File: config.mk
export PLATFORM = sky130hd
export DESIGN_NAME = kf_update_semipar
export DESIGN_NICKNAME = d
export VERILOG_FILES = /design/src/rtl/kf_update_semipar.sv
export SDC_FILE = /design/constraint.sdc
export NUM_CORES = 2
export LEC_CHECK = 0
export CAP_MARGIN = 10
export CORE_MARGIN = 2
export CORE_UTILIZATION = 35
export CTS_CLUSTER_DIAMETER = 30
export DETAILED_ROUTE_END_ITERATION = 10
export DONT_BUFFER_PORTS = 1
export MAX_ROUTING_LAYER = met4
export PLACE_DENSITY = 0.49
export SYNTH_ARGS = -nofsm -noshare
export SYNTH_HDL_FRONTEND = slang
export SYNTH_SLANG_ARGS = --single-unit
File: constraint.sdc
create_clock -name clk -period 13.36 [get_ports clk]
set_input_delay 4.008 -clock clk [delete_from_list [all_inputs] [get_ports clk]]
set_output_delay 4.008 -clock clk [all_outputs]
set_load 0.05 [all_outputs]
File: src/rtl/kf_update_semipar.sv
// 2x2 Kalman measurement update: innovation, posterior state and posterior
// covariance, computed on four shared multipliers over a fixed 12-step schedule.
`ifndef FXP_N
`define FXP_N 16
`endif
`ifndef FXP_FRAC
`define FXP_FRAC 8
`endif

module kf_update_semipar #(
  parameter int unsigned N    = `FXP_N,
  parameter int unsigned FRAC = `FXP_FRAC
) (
  input  logic         clk,
  input  logic         rst_n,
  input  logic         start,
  input  logic [N-1:0] x_prior0,
  input  logic [N-1:0] x_prior1,
  input  logic [N-1:0] z0,
  input  logic [N-1:0] z1,
  input  logic [N-1:0] h00,
  input  logic [N-1:0] h01,
  input  logic [N-1:0] h10,
  input  logic [N-1:0] h11,
  input  logic [N-1:0] K00,
  input  logic [N-1:0] K01,
  input  logic [N-1:0] K10,
  input  logic [N-1:0] K11,
  input  logic [N-1:0] p_prior00,
  input  logic [N-1:0] p_prior01,
  input  logic [N-1:0] p_prior10,
  input  logic [N-1:0] p_prior11,
  output logic         busy,
  output logic         done,
  output logic [N-1:0] x_post0,
  output logic [N-1:0] x_post1,
  output logic [N-1:0] P_post00,
  output logic [N-1:0] P_post01,
  output logic [N-1:0] P_post10,
  output logic [N-1:0] P_post11
);

  localparam logic [N-1:0] One = {{(N-1){1'b0}}, 1'b1} << FRAC;

  // Keep the integer part of a 2N-bit product sum; arithmetic shift = floor.
  function automatic logic [N-1:0] trunc(input logic [2*N-1:0] v);
    return v[FRAC+N-1:FRAC];
  endfunction

  logic [3:0]            cyc_q;
  logic signed [N-1:0]   op_a_q [4];
  logic signed [N-1:0]   op_b_q [4];
  logic signed [N-1:0]   mul_a_d [4];
  logic signed [N-1:0]   mul_b_d [4];
  logic signed [2*N-1:0] prod [4];
  logic [2*N-1:0]        sum01, sum23;
  logic [N-1:0]          t01, t23;
  logic [N-1:0]          y0_q, y1_q;
  logic [N-1:0]          a00_q, a01_q, a10_q, a11_q;

  // Full-width products and the two column adders (carry out of 2N dropped).
  always_comb begin
    for (int i = 0; i < 4; i++) begin
      prod[i] = (2*N)'(op_a_q[i]) * (2*N)'(op_b_q[i]);
    end
    sum01 = prod[0] + prod[1];
    sum23 = prod[2] + prod[3];
    t01   = trunc(sum01);
    t23   = trunc(sum23);
  end

  // Operand selection for the even (multiplier-load) steps.
  always_comb begin
    mul_a_d = op_a_q;
    mul_b_d = op_b_q;
    case (cyc_q)
      4'd0: begin
        mul_a_d = '{h00, h01, h10, h11};
        mul_b_d = '{x_prior0, x_prior1, x_prior0, x_prior1};
      end
      4'd2: begin
        mul_a_d = '{K00, K01, K10, K11};
        mul_b_d = '{y0_q, y1_q, y0_q, y1_q};
      end
      4'd4: begin
        mul_a_d = '{K00, K01, K10, K11};
        mul_b_d = '{h00, h10, h00, h10};
      end
      4'd6: begin
        mul_a_d = '{K00, K01, K10, K11};
        mul_b_d = '{h01, h11, h01, h11};
      end
      4'd8: begin
        mul_a_d = '{a00_q, a01_q, a10_q, a11_q};
        mul_b_d = '{p_prior00, p_prior10, p_prior00, p_prior10};
      end
      4'd10: begin
        mul_a_d = '{a00_q, a01_q, a10_q, a11_q};
        mul_b_d = '{p_prior01, p_prior11, p_prior01, p_prior11};
      end
      default: ;
    endcase
  end

  // Handshake, step counter, operand registers and result registers.
  always_ff @(posedge clk) begin
    if (!rst_n) begin
      busy  <= 1'b0;
      done  <= 1'b0;
      cyc_q <= '0;
      for (int i = 0; i < 4; i++) begin
        op_a_q[i] <= '0;
        op_b_q[i] <= '0;
      end
      y0_q     <= '0;
      y1_q     <= '0;
      a00_q    <= '0;
      a01_q    <= '0;
      a10_q    <= '0;
      a11_q    <= '0;
      x_post0  <= '0;
      x_post1  <= '0;
      P_post00 <= '0;
      P_post01 <= '0;
      P_post10 <= '0;
      P_post11 <= '0;
    end else begin
      done <= 1'b0;
      if (!busy) begin
        if (start) begin
          busy  <= 1'b1;
          cyc_q <= '0;
        end
      end else begin
        cyc_q <= cyc_q + 4'd1;
        if (!cyc_q[0]) begin
          op_a_q <= mul_a_d;
          op_b_q <= mul_b_d;
        end
        case (cyc_q)
          4'd1: begin
            y0_q <= z0 - t01;
            y1_q <= z1 - t23;
          end
          4'd3: begin
            x_post0 <= x_prior0 + t01;
            x_post1 <= x_prior1 + t23;
          end
          4'd5: begin
            a00_q <= One - t01;
            a10_q <= '0 - t23;
          end
          4'd7: begin
            a01_q <= '0 - t01;
            a11_q <= One - t23;
          end
          4'd9: begin
            P_post00 <= t01;
            P_post10 <= t23;
          end
          4'd11: begin
            P_post01 <= t01;
            P_post11 <= t23;
          end
          default: ;
        endcase
        if (cyc_q == 4'd11) begin
          busy <= 1'b0;
          done <= 1'b1;
        end
      end
    end
  end

endmodule

==> impl_metrics.toml <==
[global_routing]
grt_max_degree = 117
grt_use_total_pct = 26.10
grt_pass1_wl_um = 256500
grt-ovfl-total = 0
grt_pass1_vias = 38314
antenna_found_initial = 11

[pwr]
total_power_mw = 10.55
power_switching_mw = 5.625
power.share.clock_pct = 14.9
ir_drop_mv = 0.2651
p_leak_nw = 23.20
p_int_mw = 4.923
power_frac_seq_pct = 9.6
p_sw_share_pct = 53.33
p_comb_share_pct = 75.5
powerDensity_nw_per_um2 = 209.5

[clock_network]
ctsHoldBuffers = 0
cts_sinks = 294
clock-root-buffer = "clkbuf_16"
clk_path_buf_depth = 3
cts_max_level = 2
clkLatencyLatePin_ns = 0.63
cts-resized-gates = 0
postCtsSetupBuffers = 0
cts_made_buffers = 58
cts_tree = "done"
clkSlewWorstSetupHoldPaths_ns = 0.05

[finish]
nets = 6647
final_cell_mix = "inv_1, fa_1, nand2_1"
drive_gt1_share_pct = 5.339
syn2layout_area_growth_pct = 8.977
fin_cells = 7072
final_common_cell = "inv_1"

[placement]
place_ws_ns = 3.038
dpl.hpwl_um = 132000
place.gp.congestion = 0.9289
dp.cells = 6946
numPortBuffers = 0

[drt]
routedWlPerCell_um = 23.98
avgViaCountPerCell = 5.181
routed_wl_um = 169600
antenna_left = 0
drt_pass1_iterations = 6
drc = 0
first_iter_violations = 2746
routed-via-count = 36640

[min_path]
hold_end = "a01_q[9]$_SDFFE_PN0P_"
worstHoldPathCells = 2
hp-start = "a01_q[9]$_SDFFE_PN0P_"
min_path_type = "reg2reg"

[timing]
slew_headroom_pct = 6.142
rsz0062_at_grt = "false"
finalHoldViolCount = 0
fin_crit_sh_pct = 78.36
fin_crit_ns = 10.47
fin_hold_ws_ns = 0.4494
setup_slack_ns = 2.892
tightest_slew_ns = 1.398
max_clock_freq_mhz = 95.53
skew_ns = 0.02005
setup-tns-final_ns = 0
drv_slew = 0
setup_viol = 0

[setup_path]
critPathSlowestCell = "dfxtp_1"
arrival_ns = 11.02
startpoint = "op_b_q[48]$_SDFFE_PN0P_"
regToRegSetupSlack_ns = 2.89
reg2reg_to = "y0_q[15]$_SDFFE_PN0P_"
cp-start-kind = "flip-flop"
critical_path.endpoint_type = "flip-flop"
cp_data_required_time_ns = 13.92
max_stage_delay_ns = 0.98
worstReg2RegStart = "op_b_q[48]$_SDFFE_PN0P_"
critPathKind = "reg2reg"
cpMostUsedCell = "fa_1"
cp_max_fo = 17
reg2reg_depth = 33

[yosys]
netlist_instances = 5366
syn_avg_cell_area_sq_um = 8.611
synth_nets = 6761
async_flop_share_pct = 0
yosysTopAreaCellShare_pct = 35.87
ys_types = 90
synthFlopType = "dfxtp_1"
synth_top_area_cell = "fa_1"
syn_area_sq_um = 46210
yosysWarnings = 0
synth-edff-count = 0
ys_seq_area_share_pct = 12.74
ys_ff_latch = 294
ys_top_cells_by_area = "fa_1, dfxtp_1, inv_1"

[die]
die_h_um = 367.3
die_x_um = 367.3
start_util_pct = 35.19
ios = 357
core-area_sq_um = 131300
fp-row-count = 133
die_area_sq_um = 134900

[run]
maxCapViolations = 0

[status]
outcome = "completed"
==> stage by stage <==
stage | instance area [sq um] | util, %
global route | 50330 | 38.34
floorplan | 46210 | -
CTS | 50290 | 38.30
global placement | 48220 | 36.72
finish | 50350 | 38.35
detailed placement | 48220 | 36.72
==> synthesized netlist by cell type, drive strengths merged, types with 23 or more instances <==
cell type and count:
a211oi 46, a21o 23, a21oi 311, a221oi 91, a22o 24, a31oi 28, and2 570, clkbuf 284
dfxtp 294, fa 828, ha 308, inv 1031, nand2 732, nand2b 29, nand3 40, nor2 130
nor3 27, o21ai 149, xnor2 176, xor2 37
==> registers in the layout, indices dropped and copies added (netlist names), 16 cells and up <==
| register | cells |
|---|---|
| P_post00 | 16 |
| y0_q | 16 |
| a10_q | 16 |
| x_post1 | 16 |
| x_post0 | 16 |
| P_post01 | 16 |
| a11_q | 16 |
| y1_q | 16 |
| a00_q | 16 |
| a01_q | 16 |
| P_post11 | 16 |
| P_post10 | 16 |
| op_a_q | 64 |
| op_b_q | 32 |
==> per-layer routing <==
layer	share of wire, %	track usage (%)
met2	46	40.85
met4	2.8	7.046
met1	44	34.66
met5	0	-
met3	7.6	4.797
==> power groups by stage <==
stage,Clock [mW],Sequential [mW],Combinational (mW)
finish,1.57,1.01,7.96
detailed placement,0,1.03,7.80
global route,1.63,1.01,8.65
floorplan,0,0.976,5.47
CTS,1.59,1.01,7.88
global placement,0,1.03,7.85
==> worst max-delay path, delay by kind of cell (launching register included) <==
kind	cells	cell delay, ns
fa+ha+maj	10	4.35
compound gates	10	2.59
flops	1	0.98
simple gates	6	0.84
xor+xnor	1	0.83
buf+inv	6	0.79
==> area by class of cell <==
cell class / instances / area, sq um
clock buffers: 65 / 1519
repair buffers: 128 / 980.9
flip-flops and latches: 294 / 5887
fillers: 13577 / 80940
inverters: 1034 / 3886
multi-input cells: 3736 / 35300
diodes: 16 / 40.04
clock inverters: 44 / 549.3
well taps: 1755 / 2196
==> cells by family after synthesis <==
family | Yosys count | synth area share [%]
adders and majority gates | 1139 | 44.28
DFF | 294 | 12.74
AOI/OAI and AO/OA | 766 | 10.61
and+or+nand+nor | 1608 | 17.08
xor gates and xnor gates | 213 | 4.111
buffers and inverters | 1336 | 10.96
muxes | 10 | 0.2166
==> worst max-delay path by stage <==
| stage | to | slack (ns) | cells past startpoint |
|---|---|---|---|
| floorplan | y1_q[15]$_SDFFE_PN0P_ | 4.48 | 35 |
| global placement | y1_q[14]$_SDFFE_PN0P_ | 3.10 | 28 |
| detailed placement | y0_q[15]$_SDFFE_PN0P_ | 3.04 | 33 |
| CTS | y0_q[15]$_SDFFE_PN0P_ | 3.00 | 33 |
| global route | y0_q[15]$_SDFFE_PN0P_ | 2.43 | 33 |
| finish | y0_q[15]$_SDFFE_PN0P_ | 2.89 | 33 |
(Power assumes the default switching activity.)
